File: src/rtl/mips_core_pkg.sv
`default_nettype none
// ============================================================================
//  Package     : mips_core_pkg
//  Description : Shared branch-prediction types and branch feedback queue
//                sizing for the MIPS core front end.
//  Revision    : 1.0 - initial release
// ============================================================================
package mips_core_pkg;

    localparam int ADDR_WIDTH  = 32;
    localparam int GHIST_WIDTH = 8;

    // Branch feedback queue depth (power of two, >= 2)
    localparam int BFQ_DEPTH   = 8;

    typedef logic [$clog2(BFQ_DEPTH)-1:0] bfq_tag_t;

    typedef enum logic [0:0] {
        NOT_TAKEN = 1'b0,
        TAKEN     = 1'b1
    } BranchOutcome;

    // Metadata captured by the branch controller at decode
    typedef struct packed {
        logic [ADDR_WIDTH-1:0]  pc;
        logic [ADDR_WIDTH-1:0]  recovery_target;
        logic [GHIST_WIDTH-1:0] ghistory;
        BranchOutcome           prediction;
        BranchOutcome           gshare_prediction;
        BranchOutcome           twobit_prediction;
    } branch_pred_storage;

endpackage
`default_nettype wire

File: src/rtl/branch_fb_stats.sv
`default_nettype none
// ============================================================================
//  Module      : branch_fb_stats
//  Description : Four 32-bit saturating counters sampled on every feedback
//                pulse: commits, mispredicts, gshare hits, two-bit hits.
//                Only instantiated when BRANCH_FB_STATS_EN is defined.
//  Revision    : 1.0 - initial release
// ============================================================================
module branch_fb_stats (
    input  logic        clk,
    input  logic        rst,
    input  logic        i_fb_valid,
    input  logic        i_mispredict,
    input  logic        i_gshare_correct,
    input  logic        i_twobit_correct,
    output logic [31:0] o_stat_commits,
    output logic [31:0] o_stat_mispredicts,
    output logic [31:0] o_stat_gshare_correct,
    output logic [31:0] o_stat_twobit_correct
);

    localparam logic [31:0] c_sat = 32'hFFFF_FFFF;

    logic [31:0] r_commits;
    logic [31:0] r_mispredicts;
    logic [31:0] r_gshare_correct;
    logic [31:0] r_twobit_correct;

    // Count each feedback pulse; counters stick at all-ones
    always_ff @(posedge clk or posedge rst) begin : p_counters
        if (rst) begin
            r_commits        <= '0;
            r_mispredicts    <= '0;
            r_gshare_correct <= '0;
            r_twobit_correct <= '0;
        end else if (i_fb_valid) begin
            if (r_commits != c_sat)
                r_commits <= r_commits + 32'd1;
            if (i_mispredict && (r_mispredicts != c_sat))
                r_mispredicts <= r_mispredicts + 32'd1;
            if (i_gshare_correct && (r_gshare_correct != c_sat))
                r_gshare_correct <= r_gshare_correct + 32'd1;
            if (i_twobit_correct && (r_twobit_correct != c_sat))
                r_twobit_correct <= r_twobit_correct + 32'd1;
        end
    end

    assign o_stat_commits        = r_commits;
    assign o_stat_mispredicts    = r_mispredicts;
    assign o_stat_gshare_correct = r_gshare_correct;
    assign o_stat_twobit_correct = r_twobit_correct;

endmodule
`default_nettype wire

File: src/rtl/branch_feedback_queue.sv
`default_nettype none
// ============================================================================
//  Module      : branch_feedback_queue
//  Description : In-order queue of branch prediction metadata, allocated at
//                decode, resolved out of order by tag, committed in order.
//                Issues a registered redirect on mispredict and registered
//                feedback to the tournament predictor on commit.
//                Optional macro BRANCH_FB_STATS_EN adds o_stat_* counters.
//  Revision    : 1.0 - initial release
// ============================================================================
module branch_feedback_queue
    import mips_core_pkg::*;
#(
    parameter int DEPTH = BFQ_DEPTH,
    parameter int TAG_W = $clog2(DEPTH)
)(
    input  logic                  clk,
    input  logic                  rst,
    input  logic                  i_alloc_valid,
    input  branch_pred_storage    i_alloc_entry,
    output logic                  o_alloc_ready,
    output logic [TAG_W-1:0]      o_alloc_tag,
    input  logic                  i_resolve_valid,
    input  logic [TAG_W-1:0]      i_resolve_tag,
    input  BranchOutcome          i_resolve_outcome,
    output logic                  o_redirect_valid,
    output logic [ADDR_WIDTH-1:0] o_redirect_target,
    output logic [TAG_W-1:0]      o_redirect_tag,
    input  logic                  i_commit_valid,
    output logic                  o_commit_ready,
    input  logic                  i_flush,
    output logic                  o_fb_valid,
    output branch_pred_storage    o_fb_entry,
    output BranchOutcome          o_fb_outcome,
    output logic [TAG_W:0]        o_count,
    output logic                  o_empty
`ifdef BRANCH_FB_STATS_EN
    ,
    output logic [31:0]           o_stat_commits,
    output logic [31:0]           o_stat_mispredicts,
    output logic [31:0]           o_stat_gshare_correct,
    output logic [31:0]           o_stat_twobit_correct
`endif
);

    localparam logic [TAG_W:0] c_ptr_one = {{TAG_W{1'b0}}, 1'b1};

    // Pointers carry an extra wrap bit above the index
    logic [TAG_W:0]           r_head;
    logic [TAG_W:0]           r_tail;
    logic [DEPTH-1:0]         r_valid;
    logic [DEPTH-1:0]         r_resolved;
    BranchOutcome             r_outcome [DEPTH];
    branch_pred_storage       r_entry   [DEPTH];

    logic                     r_redirect_valid;
    logic [ADDR_WIDTH-1:0]    r_redirect_target;
    logic [TAG_W-1:0]         r_redirect_tag;
    logic                     r_fb_valid;
    branch_pred_storage       r_fb_entry;
    BranchOutcome             r_fb_outcome;

    logic [TAG_W-1:0]         w_head_idx;
    logic [TAG_W-1:0]         w_tail_idx;
    logic                     w_full;
    logic                     w_empty;
    logic                     w_alloc_fire;
    logic                     w_commit_fire;
    logic                     w_resolve_ok;
    logic                     w_mispredict;
    logic [TAG_W-1:0]         w_res_off;
    logic [TAG_W:0]           w_squash_tail;
    logic [DEPTH-1:0]         w_kill;

    assign w_head_idx    = r_head[TAG_W-1:0];
    assign w_tail_idx    = r_tail[TAG_W-1:0];
    assign w_empty       = (r_head == r_tail);
    assign w_full        = (w_head_idx == w_tail_idx) && (r_head[TAG_W] != r_tail[TAG_W]);

    assign o_alloc_ready  = !w_full;
    assign o_alloc_tag    = w_tail_idx;
    assign o_commit_ready = r_valid[w_head_idx] && r_resolved[w_head_idx];
    assign o_count        = r_tail - r_head;
    assign o_empty        = w_empty;

    assign w_alloc_fire  = i_alloc_valid && !w_full;
    assign w_commit_fire = i_commit_valid && o_commit_ready;
    assign w_resolve_ok  = i_resolve_valid && r_valid[i_resolve_tag] && !r_resolved[i_resolve_tag];
    assign w_mispredict  = w_resolve_ok && (i_resolve_outcome != r_entry[i_resolve_tag].prediction);

    // Age of the resolved entry relative to head; the new tail sits just past it
    assign w_res_off     = i_resolve_tag - w_head_idx;
    assign w_squash_tail = r_head + {1'b0, w_res_off} + c_ptr_one;

    // Mark every entry younger than a mispredicted branch for squash
    always_comb begin : p_kill_mask
        w_kill = '0;
        for (int i = 0; i < DEPTH; i++) begin
            if (w_mispredict && ((TAG_W'(i) - w_head_idx) > w_res_off))
                w_kill[i] = 1'b1;
        end
    end

    // Queue pointers and per-entry state; flush overrides all same-cycle events
    always_ff @(posedge clk or posedge rst) begin : p_queue_state
        if (rst) begin
            r_head     <= '0;
            r_tail     <= '0;
            r_valid    <= '0;
            r_resolved <= '0;
            for (int i = 0; i < DEPTH; i++) begin
                r_outcome[i] <= NOT_TAKEN;
                r_entry[i]   <= '0;
            end
        end else if (i_flush) begin
            r_head     <= '0;
            r_tail     <= '0;
            r_valid    <= '0;
            r_resolved <= '0;
        end else begin
            if (w_commit_fire) begin
                r_valid[w_head_idx] <= 1'b0;
                r_head              <= r_head + c_ptr_one;
            end
            if (w_resolve_ok) begin
                r_resolved[i_resolve_tag] <= 1'b1;
                r_outcome[i_resolve_tag]  <= i_resolve_outcome;
            end
            // A mispredict squashes the wrong path, including this cycle's alloc
            if (w_mispredict) begin
                r_tail <= w_squash_tail;
                for (int i = 0; i < DEPTH; i++) begin
                    if (w_kill[i])
                        r_valid[i] <= 1'b0;
                end
            end else if (w_alloc_fire) begin
                r_valid[w_tail_idx]    <= 1'b1;
                r_resolved[w_tail_idx] <= 1'b0;
                r_entry[w_tail_idx]    <= i_alloc_entry;
                r_tail                 <= r_tail + c_ptr_one;
            end
        end
    end

    // Registered redirect and feedback pulses; payloads hold between pulses
    always_ff @(posedge clk or posedge rst) begin : p_outputs
        if (rst) begin
            r_redirect_valid  <= 1'b0;
            r_redirect_target <= '0;
            r_redirect_tag    <= '0;
            r_fb_valid        <= 1'b0;
            r_fb_entry        <= '0;
            r_fb_outcome      <= NOT_TAKEN;
        end else if (i_flush) begin
            r_redirect_valid  <= 1'b0;
            r_fb_valid        <= 1'b0;
        end else begin
            r_redirect_valid <= w_mispredict;
            if (w_mispredict) begin
                r_redirect_target <= r_entry[i_resolve_tag].recovery_target;
                r_redirect_tag    <= i_resolve_tag;
            end
            r_fb_valid <= w_commit_fire;
            if (w_commit_fire) begin
                r_fb_entry   <= r_entry[w_head_idx];
                r_fb_outcome <= r_outcome[w_head_idx];
            end
        end
    end

    assign o_redirect_valid  = r_redirect_valid;
    assign o_redirect_target = r_redirect_target;
    assign o_redirect_tag    = r_redirect_tag;
    assign o_fb_valid        = r_fb_valid;
    assign o_fb_entry        = r_fb_entry;
    assign o_fb_outcome      = r_fb_outcome;

`ifdef BRANCH_FB_STATS_EN
    logic w_stat_mispredict;
    logic w_stat_gshare_ok;
    logic w_stat_twobit_ok;

    assign w_stat_mispredict = (r_fb_entry.prediction != r_fb_outcome);
    assign w_stat_gshare_ok  = (r_fb_entry.gshare_prediction == r_fb_outcome);
    assign w_stat_twobit_ok  = (r_fb_entry.twobit_prediction == r_fb_outcome);

    branch_fb_stats u_stats (
        .clk                   (clk),
        .rst                   (rst),
        .i_fb_valid            (r_fb_valid),
        .i_mispredict          (w_stat_mispredict),
        .i_gshare_correct      (w_stat_gshare_ok),
        .i_twobit_correct      (w_stat_twobit_ok),
        .o_stat_commits        (o_stat_commits),
        .o_stat_mispredicts    (o_stat_mispredicts),
        .o_stat_gshare_correct (o_stat_gshare_correct),
        .o_stat_twobit_correct (o_stat_twobit_correct)
    );
`endif

`ifndef SYNTHESIS
    // Committing a branch that is not at a resolved head is a protocol error
    a_commit_when_ready: assert property (@(posedge clk) disable iff (rst)
        !(i_commit_valid && !o_commit_ready));
`endif

endmodule
`default_nettype wire

File: config.mk
export PLATFORM = sky130hd
export DESIGN_NAME = branch_feedback_queue
export DESIGN_NICKNAME = d
export VERILOG_FILES = /design/src/rtl/mips_core_pkg.sv /design/src/rtl/branch_fb_stats.sv /design/src/rtl/branch_feedback_queue.sv
export SDC_FILE = /design/constraint.sdc
export NUM_CORES = 2
export LEC_CHECK = 0
export ABC_CLOCK_PERIOD_IN_PS = 29200
export BUFFER_PORTS_ARGS = -buffer_cell sky130_fd_sc_hd__clkbuf_2
export CAP_MARGIN = 20
export CORE_ASPECT_RATIO = 0.5
export CORE_MARGIN = 1
export CORE_UTILIZATION = 29
export CTS_BUF_LIST = sky130_fd_sc_hd__clkbuf_8
export DETAILED_ROUTE_END_ITERATION = 8
export HOLD_SLACK_MARGIN = 0.08
export PLACE_DENSITY_LB_ADDON = 0.15
export SLEW_MARGIN = 20
export SYNTH_ARGS = -nofsm -noshare
export SYNTH_HDL_FRONTEND = slang
export SYNTH_SLANG_ARGS = --single-unit
File: constraint.sdc
create_clock -name clk -period 29.2 [get_ports clk]
set_input_delay 2.92 -clock clk [delete_from_list [all_inputs] [get_ports clk]]
set_output_delay 2.92 -clock clk [all_outputs]
set_load 0.01 [all_outputs]
=== Word level (Yosys, flattened, before mapping) ===
Index checks and enable logic that the tools add are counted.

* Add/sub/neg operators: 14
* $lt $le $gt $ge: 19
* Eq/ne operators: 4
* Multiplexer cells: 62
* Bitwise logic cells: 11
* Reduce and logical (&&, ||, !) cells: 28

{| class="wikitable"
|+ Operators by type and width
! kind !! count
|-
| bitwise mux 600 bit || 1
|-
| binary-select mux 75 bit (select 3 bit) || 2
|-
| demux 75 bit (select 3 bit) || 1
|-
| 2-to-1 mux 75 bit || 3
|-
| 2-to-1 mux 43 bit || 2
|-
| 2-to-1 mux 8 bit || 10
|-
| 2-to-1 mux 1 bit || 28
|-
| greater-than comparator 3 bit || 8
|-
| logical AND 1 bit || 20
|-
| 2-to-1 mux 4 bit || 5
|-
| AND 8 bit || 2
|-
| inverter 8 bit || 2
|-
| bitwise OR 8 bit || 2
|-
| binary-select mux 1 bit (select 3 bit) || 5
|-
| adder 4 x 1 -> 4 bit, second input constant || 3
|-
| demux 1 bit (select 3 bit) || 4
|-
| >= comparator 4 bit, second input constant || 3
|-
| < comparator 3 x 4 -> 1 bit, second input constant || 3
|-
| inverter 3 -> 4 bit || 3
|-
| subtractor 3 bit, first input constant || 4
|-
| >= comparator 3 x 1 -> 1 bit, second input constant || 3
|-
| bitwise mux 8 bit || 1
|-
| < comparator 4 x 1 -> 1 bit, second input constant || 2
|-
| AND reduction 2 bit || 3
|-
| other kinds (13) || 18
|}

* Bits in registers: 745
* Input port bits: 85
* Output and inout port bits: 123
* Word-level logic and storage cells: 209

=== Logic depth before layout (Yosys ltp) ===
* Word-level depth: 12
* Mapped depth: 14
* Gate-level depth less buffers: 12

=== Worst setup path after synthesis ===
No wires, ideal clock.

* Path type: in2reg
* From: input port i_resolve_tag[0]
* To: register r_tail[3]
* Setup time: 0.095 ns
* Arrival: 5.622 ns
* Data required time: 29.105 ns
* Slack: 23.482 ns
* Cell stages on the path: 13
* Cells stage by stage: buf_2 clkbuf_1 inv_1 ha_1 fa_1 xor2_1 xnor2_1 inv_1 ha_1 a21oi_1 xor2_1 or3_1 o31ai_1

* Cells in the longest elaborated chain, start to end: 8
* Elaborated cells on any way between the ends: 19

{| class="wikitable"
|+ RTL lines
! element !! RTL line !! source
|-
| start: declaration || branch_feedback_queue.sv:24 || <nowiki>input logic [TAG_W-1:0] i_resolve_tag,</nowiki>
|-
| branches (longest 8 deep; another with adder 4 x 3 -> 4 bit) || - ||
|-
| end signal: assignment || branch_feedback_queue.sv:131 || <nowiki>r_tail <= w_squash_tail;</nowiki>
|-
| end signal: assignment || branch_feedback_queue.sv:140 || <nowiki>r_tail <= r_tail + c_ptr_one;</nowiki>
|-
| end: declaration || branch_feedback_queue.sv:50 || <nowiki>logic [TAG_W:0] r_tail;</nowiki>
|}

Several ways; the timed one is not identified. The select of a mux whose other input is x is not followed.
A chain may end at the register's enable or synchronous reset.

=== Final worst setup path ===
* From: input port i_resolve_tag[1]
* To: register r_entry[267] (netlist name)

* Cells in the longest elaborated chain, start to end: 8
* Elaborated cells on any way between the ends: 15

{| class="wikitable"
|+ RTL lines
! element !! RTL line !! source
|-
| inverter 3 -> 4 bit (not written as such) || branch_feedback_queue.sv:89 || <nowiki>assign w_mispredict = w_resolve_ok && (i_resolve_outcome != r_entry[i_resolve_tag].prediction);</nowiki>
|-
| binary-select mux 75 bit (select 3 bit) || branch_feedback_queue.sv:89 ||
|-
| 2-to-1 mux 43 bit (2 in series) || - ||
|-
| inequality test 1 bit || branch_feedback_queue.sv:89 ||
|-
| logical AND 1 bit (*) || branch_feedback_queue.sv:89 ||
|-
| inverter 1 bit (no source line) (*) || - ||
|-
| AND reduction 3 bit (no source line) (*) || - ||
|-
| end signal: indexed assignment || branch_feedback_queue.sv:139 || <nowiki>r_entry[w_tail_idx] <= i_alloc_entry;</nowiki>
|-
| end: declaration || branch_feedback_queue.sv:54 || <nowiki>branch_pred_storage r_entry [DEPTH];</nowiki>
|}

Every way passes the cells marked *; elsewhere a longest branch is shown, timed or not. The select of a mux whose other input is x is not followed.

==> results_tabular.tex <==
\begin{tabular}{lr}
\hline
Metric & Value \\
\hline
\multicolumn{2}{l}{\textbf{Drt}} \\
Vias after detailed routing & 21913 \\
Ratio of routed vias to standard cells & 5.07 \\
Number of nets with antenna violations after detailed routing & 0 \\
Initial drt markers & 1250 \\
Post-detailed-route wirelength per cell & 24.1 um \\
Number of detailed-route iterations in the first pass & 6 \\
Wirelength, routed & 104000 um \\
Post-route DRC violation count & 0 \\
\multicolumn{2}{l}{\textbf{Clock network}} \\
CTS tree & done \\
H-tree Lvls & 4 \\
Post-CTS Resized & 0 \\
Number of hold-repair buffers added at the cts stage & 0 \\
Number of clock sinks seen by CTS & 745 \\
Maximum root-to-sink buffer count & 3 \\
Clock root buffer & sky130\_fd\_sc\_hd\_\_clkbuf\_8 \\
Clock latency reported for the late side of the worst-skew pair & 0.80 ns \\
Setup Fix Bufs, Post-CTS & 0 \\
Inserted Clock Buffers & 131 \\
Clk slew on worst S/H paths & 0.06 ns \\
\multicolumn{2}{l}{\textbf{STA}} \\
Clock skew & 0.0255 ns \\
TNS Setup & 0 ns \\
Final critical delay including setup and external delays & 6.68 ns \\
Pin slew with the least headroom to its limit & 1.15 ns \\
Final number of setup-violating endpoints & 0 \\
Max Transition Viols Final & 0 \\
Hold violation count in the final report & 0 \\
Period utilization & 22.9\% \\
Maximum clock frequency & 150 MHz \\
Slew headroom & 23.1\% \\
Unrepaired setup endpoints after global routing & no \\
\multicolumn{2}{l}{\textbf{Pwr}} \\
Clock power frac & 33.8\% \\
Switching share of power & 27.0\% \\
Sequential share of power & 48.6\% \\
Share of power burned in combinational logic & 17.7\% \\
Reported net switching power & 784 uW \\
Power per cell area & 72.1 mW/mm\^{}2 \\
Pleak & 18.2 nW \\
Cell-internal power & 2.12 mW \\
Max rail drop VDD & 0.0374 mV \\
\multicolumn{2}{l}{\textbf{Yosys}} \\
Yosys cell types & 66 \\
Library cell with the highest instance count after synthesis & sky130\_fd\_sc\_hd\_\_dfrtp\_1 \\
Synthesized cell area & 0.0351 mm\^{}2 \\
Most frequently used flop master after synthesis & sky130\_fd\_sc\_hd\_\_dfrtp\_1 \\
Proportion of netlist area held by the largest area contributor & 53.0\% \\
Sequential cell area fraction in the yosys report & 53.0\% \\
Dominant cells by area after synthesis & sky130\_fd\_sc\_hd\_\_dfrtp\_1, sky130\_fd\_sc\_hd\_\_mux2\_2, sky130\_fd\_sc\_hd\_\_mux4\_2 \\
Number of enable-type register cells in the synthesized netlist & 0 \\
Yosys top cell by area & sky130\_fd\_sc\_hd\_\_dfrtp\_1 \\
Mean instance size in the synthesized netlist & 14.4 um\^{}2 \\
Commonest cells in the synthesized netlist & sky130\_fd\_sc\_hd\_\_dfrtp\_1, sky130\_fd\_sc\_hd\_\_mux2\_2, sky130\_fd\_sc\_hd\_\_nand2\_1, sky130\_fd\_sc\_hd\_\_mux4\_2, sky130\_fd\_sc\_hd\_\_mux2\_4 \\
Share of flip-flops with an asynchronous set or reset & 100\% \\
Number of warnings reported in the yosys synthesis log & 0 \\
Count of state elements after synthesis & 745 \\
Count of mapped cells out of synthesis & 2447 \\
Syn\_nets & 2555 \\
\multicolumn{2}{l}{\textbf{GRT}} \\
Combined global-route utilization of all metal layers & 17.3\% \\
First-pass GRT wire length & 158000 um \\
Number of global-route vias before repair & 23531 \\
Maximum number of pins on one net before global-route repair & 171 \\
Number of antenna violations at the first check in global routing & 8 \\
Overall overflow remaining after global route & 0 \\
\multicolumn{2}{l}{\textbf{Floorplan}} \\
Die X & 494 um \\
Number of I/O pins & 208 \\
Starting Density & 29.5\% \\
Core region area & 0.119 mm\^{}2 \\
Overall die area & 0.123 mm\^{}2 \\
Height of the chip & 248 um \\
Total number of placement rows & 89 \\
\multicolumn{2}{l}{\textbf{Run status}} \\
Run status & completed \\
\multicolumn{2}{l}{\textbf{Setup path}} \\
Critical Setup Path Class & in -> reg \\
Kind of launch point of the worst setup path & input port \\
Max Fanout on Critical Path & 34 \\
Required time at the worst-slack endpoint & 29.88 ns \\
Critical Path End Type & flip-flop \\
Data arrival at the endpoint of the critical path & 7.36 ns \\
\multicolumn{2}{l}{\textbf{Placed design}} \\
HPWL after detailed placement & 56600 um \\
Port-buffer cells & 207 \\
Routability Congestion & 0.764 \\
Cell area after placement & 0.0376 mm\^{}2 \\
\multicolumn{2}{l}{\textbf{Cells and area}} \\
Filler Cells Inserted & 11672 \\
Share of cells above drive strength 1 & 46.0\% \\
Layout-stage area growth over the synthesis result & 14.4\% \\
Final-stage net count & 2751 \\
Summed area of non-filler cells in the final layout & 0.0402 mm\^{}2 \\
\multicolumn{2}{l}{\textbf{Min path}} \\
Class of the most critical hold timing path & reg -> reg \\
\multicolumn{2}{l}{\textbf{Flow run}} \\
Count of max-cap constraint violations & 0 \\
\hline
\end{tabular}
-- metal layers --
metal	track usage (%)	wire length, um	part of all wire (%)
met2	27.8	49600	48
met3	3.27	4160	4.0
met1	23.4	48300	46
met5	0	77	0.074
met4	5.53	1990	1.9
-- cells by family after synthesis --
kind of cell / after synthesis / synth area share (%)
and+or+nand+nor: 371 / 4.71
xor gates and xnor gates: 15 / 0.374
buffers and inverters: 213 / 3.21
AOI/OAI and AO/OA: 273 / 5.65
DFF: 745 / 53.0
muxes: 805 / 32.1
adders and majority gates: 25 / 0.940
-- flip-flops by register name, summed over array words and instances (netlist names) --
register	flops
o_redirect_target	32
r_entry	600
o_redirect_valid	1
o_fb_valid	1
r_tail	4
o_fb_entry	75
o_fb_outcome	1
r_outcome	8
o_redirect_tag	3
r_head	4
r_valid	8
r_resolved	8
-- cells in the final DEF (no fill, tap or decap), types with 4 or more instances in the layout --
master / netlist / layout
sky130_fd_sc_hd__a211oi_1: 5 / 5
sky130_fd_sc_hd__a21boi_0: 4 / 4
sky130_fd_sc_hd__a21o_1: 5 / 5
sky130_fd_sc_hd__a21oi_1: 14 / 14
sky130_fd_sc_hd__a221oi_1: 29 / 29
sky130_fd_sc_hd__a22o_1: 26 / 26
sky130_fd_sc_hd__a22oi_1: 80 / 80
sky130_fd_sc_hd__a31oi_1: 79 / 79
sky130_fd_sc_hd__and2_1: 5 / 4
sky130_fd_sc_hd__buf_4: 19 / 40
sky130_fd_sc_hd__clkbuf_2: 0 / 207
sky130_fd_sc_hd__clkbuf_8: 0 / 166
sky130_fd_sc_hd__clkinv_2: 0 / 7
sky130_fd_sc_hd__clkinvlp_4: 0 / 10
sky130_fd_sc_hd__dfrtp_1: 745 / 742
sky130_fd_sc_hd__ha_1: 20 / 20
sky130_fd_sc_hd__inv_1: 24 / 58
sky130_fd_sc_hd__mux2_1: 9 / 9
sky130_fd_sc_hd__mux2_2: 509 / 509
sky130_fd_sc_hd__mux2_4: 129 / 129
sky130_fd_sc_hd__mux2i_1: 4 / 4
sky130_fd_sc_hd__mux4_2: 154 / 154
sky130_fd_sc_hd__nand2_1: 186 / 186
sky130_fd_sc_hd__nand3_1: 46 / 46
sky130_fd_sc_hd__nand4_1: 8 / 8
sky130_fd_sc_hd__nor2_1: 92 / 92
sky130_fd_sc_hd__nor3_2: 0 / 4
sky130_fd_sc_hd__nor4b_4: 2 / 4
sky130_fd_sc_hd__o211ai_1: 4 / 4
sky130_fd_sc_hd__o21ai_0: 9 / 9
sky130_fd_sc_hd__xnor2_1: 8 / 8
sky130_fd_sc_hd__xor2_1: 7 / 7
-- per-stage QoR --
stage	total power, mW	hold WS, ns	worst slack [ns]	utilization (%)	std cells
2_1_floorplan	1.80	0.474	5.37	-	2447
3_3_place_gp	1.93	0.479	21.70	31.6	4102
3_5_place_dp	1.94	0.484	21.62	31.6	4102
4_1_cts	2.95	0.498	22.56	33.8	4324
5_1_grt	3.06	0.509	22.30	33.8	4326
6_report	2.90	0.492	22.52	33.8	4326
-- final timing paths --
path | from | endpoint | slack [ns] | cells past startpoint
min in group asynchronous | rst | r_entry[138] | 2.22 | 2
min reg2reg | o_redirect_target[5] | o_redirect_target[5] | 0.49 | 1
max reg2reg | r_head[2] | r_entry[42] | 23.90 | 9
max | i_resolve_tag[1] | r_entry[267] | 22.52 | 10
min | o_redirect_target[5] | o_redirect_target[5] | 0.49 | 1
max in group asynchronous | rst | r_entry[22] | 24.65 | 4
-- worst max-delay path: stages --
cell and delay (ns):
sky130_fd_sc_hd__clkbuf_2 0.36, sky130_fd_sc_hd__nor3b_2 0.24, sky130_fd_sc_hd__buf_4 0.61, sky130_fd_sc_hd__a221o_1 0.29, sky130_fd_sc_hd__a211oi_2 0.06, sky130_fd_sc_hd__nand4_2 0.44, sky130_fd_sc_hd__and4b_4 0.65, sky130_fd_sc_hd__buf_4 0.58
sky130_fd_sc_hd__buf_4 0.70, sky130_fd_sc_hd__mux2_2 0.41
-- power groups by stage --
stage	clock network [mW]	logic, mW	registers (mW)
floorplan	0	0.412	1.38
CTS	1.02	0.521	1.41
finish	0.980	0.512	1.41
detailed placement	0	0.520	1.42
global placement	0	0.509	1.42
global route	1.06	0.561	1.44
-- layout make-up --
| cell class | count | area, um^2 | area share [%] |
|---|---|---|---|
| Sequential cell | 745 | 18700 | 46.4 |
| Timing Repair Buffer | 251 | 1410 | 3.50 |
| Antenna cell | 2 | 5.00 | 0.0124 |
| Clock buffer | 166 | 2280 | 5.68 |
| Clock inverter | 56 | 322 | 0.800 |
| Tap cell | 1592 | 1990 | 4.95 |
| Multi-Input combinational cell | 1489 | 15400 | 38.4 |
| Inverter | 25 | 104 | 0.258 |
No activity file was read; power rests on OpenSTA's default activity.
